$ cat src/rtl/mem_port_arbiter.sv
// ============================================================================
//  Module   : mem_port_arbiter
//  Purpose  : Shares one memory port between fetch (I) and memory-stage (D)
//             requesters; D has priority, bounded by a streak limit.
//  Revision : 1.0 - initial release
// ============================================================================
`default_nettype none

module mem_port_arbiter #(
    parameter int MAX_D_STREAK = 4
) (
    input  logic        clock,
    input  logic        reset,
    input  logic        i_req,
    input  logic [31:0] i_addr,
    output logic [31:0] i_rdata,
    output logic        i_ready,
    input  logic        d_req,
    input  logic        d_we,
    input  logic [3:0]  d_be,
    input  logic [31:0] d_addr,
    input  logic [31:0] d_wdata,
    output logic [31:0] d_rdata,
    output logic        d_ready,
    output logic        mem_req,
    output logic        mem_we,
    output logic [3:0]  mem_be,
    output logic [31:0] mem_addr,
    output logic [31:0] mem_wdata,
    input  logic [31:0] mem_rdata,
    input  logic        mem_ack
);

    localparam logic [3:0] C_STREAK_LIMIT = 4'(MAX_D_STREAK);

    typedef enum logic [1:0] {
        IDLE    = 2'd0,
        SERVE_I = 2'd1,
        SERVE_D = 2'd2,
        RESP    = 2'd3
    } state_t;

    state_t      state_q,     state_d;
    logic [3:0]  streak_q,    streak_d;
    logic        mem_req_q,   mem_req_d;
    logic        mem_we_q,    mem_we_d;
    logic [3:0]  mem_be_q,    mem_be_d;
    logic [31:0] mem_addr_q,  mem_addr_d;
    logic [31:0] mem_wdata_q, mem_wdata_d;
    logic [31:0] i_rdata_q,   i_rdata_d;
    logic [31:0] d_rdata_q,   d_rdata_d;
    logic        i_ready_q,   i_ready_d;
    logic        d_ready_q,   d_ready_d;

    logic        w_grant_d;

    // D wins unless fetch is waiting and D has already used up its streak.
    assign w_grant_d = d_req && !(i_req && (streak_q == C_STREAK_LIMIT));

    always_comb begin
        state_d     = state_q;
        streak_d    = streak_q;
        mem_req_d   = mem_req_q;
        mem_we_d    = mem_we_q;
        mem_be_d    = mem_be_q;
        mem_addr_d  = mem_addr_q;
        mem_wdata_d = mem_wdata_q;
        i_rdata_d   = i_rdata_q;
        d_rdata_d   = d_rdata_q;
        i_ready_d   = 1'b0;
        d_ready_d   = 1'b0;

        unique case (state_q)
            IDLE: begin
                if (w_grant_d) begin
                    state_d     = SERVE_D;
                    mem_req_d   = 1'b1;
                    mem_we_d    = d_we;
                    mem_be_d    = d_be;
                    mem_addr_d  = d_addr;
                    mem_wdata_d = d_wdata;
                    streak_d    = i_req ? (streak_q + 4'd1) : 4'd0;
                end else if (i_req) begin
                    state_d     = SERVE_I;
                    mem_req_d   = 1'b1;
                    mem_we_d    = 1'b0;
                    mem_be_d    = 4'hF;
                    mem_addr_d  = i_addr;
                    mem_wdata_d = 32'd0;
                    streak_d    = 4'd0;
                end
            end
            SERVE_I: begin
                if (mem_ack) begin
                    i_rdata_d = mem_rdata;
                    i_ready_d = 1'b1;
                    mem_req_d = 1'b0;
                    state_d   = RESP;
                end
            end
            SERVE_D: begin
                if (mem_ack) begin
                    if (!mem_we_q) begin
                        d_rdata_d = mem_rdata;
                    end
                    d_ready_d = 1'b1;
                    mem_req_d = 1'b0;
                    state_d   = RESP;
                end
            end
            RESP: begin
                // The ready pulse is already on the outputs during this cycle.
                state_d = IDLE;
            end
            default: begin
                state_d = IDLE;
            end
        endcase
    end

    always_ff @(posedge clock or negedge reset) begin
        if (!reset) begin
            state_q     <= IDLE;
            streak_q    <= 4'd0;
            mem_req_q   <= 1'b0;
            mem_we_q    <= 1'b0;
            mem_be_q    <= 4'd0;
            mem_addr_q  <= 32'd0;
            mem_wdata_q <= 32'd0;
            i_rdata_q   <= 32'd0;
            d_rdata_q   <= 32'd0;
            i_ready_q   <= 1'b0;
            d_ready_q   <= 1'b0;
        end else begin
            state_q     <= state_d;
            streak_q    <= streak_d;
            mem_req_q   <= mem_req_d;
            mem_we_q    <= mem_we_d;
            mem_be_q    <= mem_be_d;
            mem_addr_q  <= mem_addr_d;
            mem_wdata_q <= mem_wdata_d;
            i_rdata_q   <= i_rdata_d;
            d_rdata_q   <= d_rdata_d;
            i_ready_q   <= i_ready_d;
            d_ready_q   <= d_ready_d;
        end
    end

    assign mem_req   = mem_req_q;
    assign mem_we    = mem_we_q;
    assign mem_be    = mem_be_q;
    assign mem_addr  = mem_addr_q;
    assign mem_wdata = mem_wdata_q;
    assign i_rdata   = i_rdata_q;
    assign d_rdata   = d_rdata_q;
    assign i_ready   = i_ready_q;
    assign d_ready   = d_ready_q;

endmodule

`default_nettype wire

$ cat config.mk
export PLATFORM = sky130hd
export DESIGN_NAME = mem_port_arbiter
export DESIGN_NICKNAME = d
export VERILOG_FILES = /design/src/rtl/mem_port_arbiter.sv
export SDC_FILE = /design/constraint.sdc
export NUM_CORES = 1
export LEC_CHECK = 0
export BUFFER_PORTS_ARGS = -buffer_cell sky130_fd_sc_hd__buf_2
export CORE_MARGIN = 8
export CORE_UTILIZATION = 25
export DETAILED_ROUTE_END_ITERATION = 10
export GPL_TIMING_DRIVEN = 0
export PLACE_DENSITY = 0.5
export SLEW_MARGIN = 40
export SYNTH_ARGS = -nofsm -noshare
export SYNTH_HDL_FRONTEND = slang
export SYNTH_SLANG_ARGS = --single-unit
$ cat constraint.sdc
create_clock -name clock -period 2.4 [get_ports clock]
set_input_delay 0.36 -clock clock [delete_from_list [all_inputs] [get_ports clock]]
set_output_delay 0.36 -clock clock [all_outputs]
set_load 0.005 [all_outputs]
# Yosys cells after proc, flatten, opt, wreduce, memory -nomap -nowiden
# Cells that the tools add are included.
[totals]
latchBits = 0
out_inout_bits = 136
mem_bits_ro = 0
mem_count = 0
mem_bits_rw = 0
ff_bits = 142
inputBits = 138
[op_classes]
n_div = 0
bitwise_logic = 1
n_lt_le_gt_ge = 0
eq_ne = 6
mul = 0
muxes = 22
add_sub_neg = 1
n_shift = 0
reduce_logical = 12
[op_table]
columns = ["operator", "n"]
rows = [
  ["32-bit 2-to-1 mux", 4],
  ["4-bit 2-to-1 mux", 5],
  ["1-bit 2-to-1 mux", 8],
  ["2-bit 2-to-1 mux", 3],
  ["2-bit one-hot mux with 3 select lines", 1],
  ["2-bit AND reduction", 3],
  ["3-bit AND reduction", 2],
  ["4-bit by 1-bit adder with 4-bit output, second input constant", 1],
  ["2-bit equality test, second input constant", 2],
  ["4-bit by 3-bit equality test with 1-bit output, second input constant", 1],
  ["2-bit nonzero test", 2],
  ["3-bit != test, second input constant", 1],
  ["2-bit by 1-bit equality test with 1-bit output, second input constant", 1],
  ["1-bit logical AND", 2],
  ["2-bit logical NOT", 1],
  ["2-bit by 1-bit != test with 1-bit output, second input constant", 1],
  ["1-bit one-hot mux with 2 select lines", 1],
  ["2-bit OR reduction", 1],
  ["1-bit logical NOT", 1],
  ["1-bit inverter", 1],
]

# Longest topological paths before layout
[depth]
word_depth = 6
mapped_depth = 8

# Least setup slack after synthesis
# Ideal clock, no wire load.
[synth_path]
path_kind = "reg-to-reg"
startpoint = "register state_q[0]"
endpoint = "register d_rdata_q[10], in the netlist d_rdata[10]"
path_slack_ns = 0.719
path_stages_with_launch = 8
t_required_ns = 2.275
t_arrival_ns = 1.556
path_cell_list = "dfrtp_1 inv_1 ha_1 and2_1 nand2b_1 clkbuf_1 buf_2 mux2_2"
[synth_via]
elab_chain_len = 2
[synth_rtl]
columns = ["item", "line_no", "source"]
rows = [
  ["start, declared", "43", "state_t state_q, state_d;"],
  ["start signal, assigned", "135", "state_q <= state_d;"],
  ["2-bit equality test", "73", "unique case (state_q)"],
  ["3-bit AND reduction (no line)", "--", ""],
  ["end signal, assigned", "143", "d_rdata_q <= d_rdata_d;"],
  ["end, declared", "51", "logic [31:0] d_rdata_q, d_rdata_d;"],
]
# Every way passes these cells.
# A chain may end at the register's enable or synchronous reset.

# Worst setup path in the final report
[layout_path]
startpoint = "register state_q[0]"
endpoint = "register d_rdata_q[27], in the netlist d_rdata[27]"
# Same word-level chain as after synthesis.

==> results_dict.tcl <==
set metrics [dict create \
    worst_slew_pin_slew_ns 0.5336 \
    finalNetCount 972 \
    die_w_um 172.1 \
    drv_slew 0 \
    r2r_end "d_rdata[27]$_DFFE_PN0P_" \
    final_cell_count_no_fill 1165 \
    ys_ff_latch 142 \
    core_area_um2 24110 \
    routabilityCongestion 0.7507 \
    htree_num_levels 4 \
    grt_pass1_wl_um 30410 \
    p_per_area_nw_per_um2 1255 \
    cap_violations 0 \
    cp.arrival_ns 2.26 \
    synth.top_cell.area_share 0.5833 \
    irDropWorstVdd_uv 426.1 \
    placed_area_um2 7929 \
    final_cell_mix "buf_2 (286), dfrtp_1 (142), nand2_1 (133)" \
    hold_class "input pin to flop" \
    cts_made_buffers 17 \
    status "complete, no violations" \
    worstSetupPathType "flop to flop" \
    clock_latency_ns 0.42 \
    via_per_inst 4.309 \
    synth.distinct_cells 29 \
    cp.required_ns 2.70 \
    fin_skew_ns 0.009970 \
    num_io_pins 274 \
    drc 0 \
    start_util 0.2527 \
    synth_nets 677 \
    die-area_um2 29620 \
    io_buffers 273 \
    first_pass_iters 4 \
    finalCritPeriodShare 0.8190 \
    worstHoldStart "d_wdata[2]" \
    path_clk_slew_ns 0.07 \
    wl_per_cell_um 16.73 \
    yosys_warnings 0 \
    synth.avg_cell_area_um2 11.45 \
    hold_depth 3 \
    layout_commonest_cell "buf_2" \
    netlist_instances 532 \
    n_fill_cell 2529 \
    synth_seq_area_share 0.5833 \
    cp-end-kind "flop" \
    numClockSinks 142 \
    grtUsageTotal 0.1319 \
    cp_max_fo 10 \
    first_global_vias 5476 \
    area_delta_synth_final_pct 39.52 \
    syn_area_um2 6092 \
    rsz0062_at_grt "false" \
    min_period_ns 1.966 \
    dieHeight_um 172.1 \
    fin_area_um2 8499 \
    setup_viol 0 \
    startpoint_type "flop" \
    vias 5020 \
    leakage_nw 4.188 \
    relSlewSlack 0.6443 \
    post-dp-hpwl_um 14810 \
    holdWs_ns 0.1751 \
    fin_util 0.3526 \
    antenna_found_initial 2 \
    clockBufferDepth 2 \
    clock_tree.root_cell "clkbuf_16" \
    synthTopCellsByArea "dfrtp_1 (58%), mux2_2 (12%), nand2_1 (8.2%), o211ai_2 (5.3%), nand4_1 (3.4%)" \
    routed_wl_um 19490 \
    min_to "mem_wdata[2]$_DFFE_PN0P_" \
    post-place-cells 1131 \
    cts_tree "done" \
    yosys.area.top_type "dfrtp_1" \
    grt-ovfl-total 0 \
    rows 57 \
    fmax_ghz 0.5087 \
    post-cts-setup-buffer-count 0 \
    drive_gt1_frac 0.4988 \
    drtIter0Drc 268 \
    finalHoldViolations 0 \
    r2r-start "state_q[0]$_DFFE_PN0P_" \
    rrSetupSlack_ns 0.43 \
    grt_max_degree 61 \
    ff2ff_path_depth 7 \
    ant_nets 0 \
]
## per-layer routing
metal	up-vias	global-route usage	routed length, µm
li1	2434	-	-
met1	2394	0.1663	8538
met2	176	0.2096	9047
met3	14	0.04749	1683
met4	2	0.03786	210
met5	-	0	8
## logic make-up (layout without fill, tap and decap cells)
kind of cell | after synthesis | after routing | share of synthesized area
AO/OA/AOI/OAI | 80 | 80 | 0.1035
flip-flops | 142 | 142 | 0.5833
AND/OR/NAND/NOR | 187 | 187 | 0.1349
buffers and inverters | 48 | 356 | 0.03861
other | 0 | 1 | 0
multiplexers | 68 | 68 | 0.1253
adder cells (fa/ha/maj) | 7 | 7 | 0.01438
## report_power, final
part,internal (mW),switching (mW),leakage [nW],total (mW)
Sequential,3.49,0.544,1.74,4.03
Clock,1.37,1.17,0.275,2.53
Combinational,1.98,2.11,2.17,4.09
## what timing repair did
| action | CTS | global route |
|---|---|---|
| hold buffers | 1 | 0 |
| hold endpoints to repair | 37 | 0 |
| gates resized for setup | 0 | 0 |
## state kept, by name, indices dropped and copies added (netlist names)
| register | count |
|---|---|
| state_q | 2 |
| streak_q | 4 |
| mem_addr | 32 |
| mem_req | 1 |
| i_rdata | 32 |
| i_ready | 1 |
| d_rdata | 32 |
| mem_wdata | 32 |
| d_ready | 1 |
| mem_we | 1 |
| mem_be | 4 |
## cells in the mapped netlist, drive strengths merged
cell and instances:
dfrtp 142, nand4b 1, and3 1, nor2b 3
o211ai 32, a21oi 5, ha 7, nand2 133
o21ai 36, inv 7, mux2 66, a22o 2
buf 19, and2 2, mux2i 2, o21a 1
clkbuf 22, o22ai 1, a31oi 2, a211oi 1
nand4 33, nand3 1, nand2b 3, nor2 10
## worst max-delay path, cell delays in order, from the launching register on
cell	delay [ns]
dfrtp_1	0.40
inv_1	0.10
ha_1	0.19
and2_1	0.16
nand2b_1	0.06
clkbuf_1	0.24
buf_2	0.32
mux2_2	0.37
## how the worst max path moves through the flow
stage / end / from / cells after the start
floorplan: d_rdata[10]$_DFFE_PN0P_ / state_q[0]$_DFFE_PN0P_ / 7
global placement: mem_addr[19]$_DFFE_PN0P_ / reset / 1
detailed placement: mem_be[0]$_DFFE_PN0P_ / state_q[0]$_DFFE_PN0P_ / 7
CTS: mem_be[2]$_DFFE_PN0P_ / state_q[0]$_DFFE_PN0P_ / 7
global route: mem_addr[0]$_DFFE_PN0P_ / state_q[0]$_DFFE_PN0P_ / 7
finish: d_rdata[27]$_DFFE_PN0P_ / state_q[0]$_DFFE_PN0P_ / 7
## stage by stage
step / setup TNS (ns) / worst slack [ns] / total power [mW]
finish: 0 / 0.4343 / 10.66
global route: 0 / 0.1419 / 11.55
CTS: 0 / 0.3345 / 10.91
detailed placement: 0 / 0.3803 / 8.285
global placement: -189.44 / -1.351 / 8.231
floorplan: 0 / 0.7190 / 6.295
## layout make-up
cell class,instances,area [µm²],area share
clock buffer,18,429.2,0.05049
timing repair buffer,276,1441,0.1696
tap,324,405.4,0.04770
buffer,41,209.0,0.02458
inverter,7,26.28,0.003091
antenna,1,2.502,0.0002944
clock inverter,14,128.9,0.01516
multi-input combinational,342,2303,0.2710
sequential,142,3553,0.4181
No activity file was read; power rests on OpenSTA's default activity.
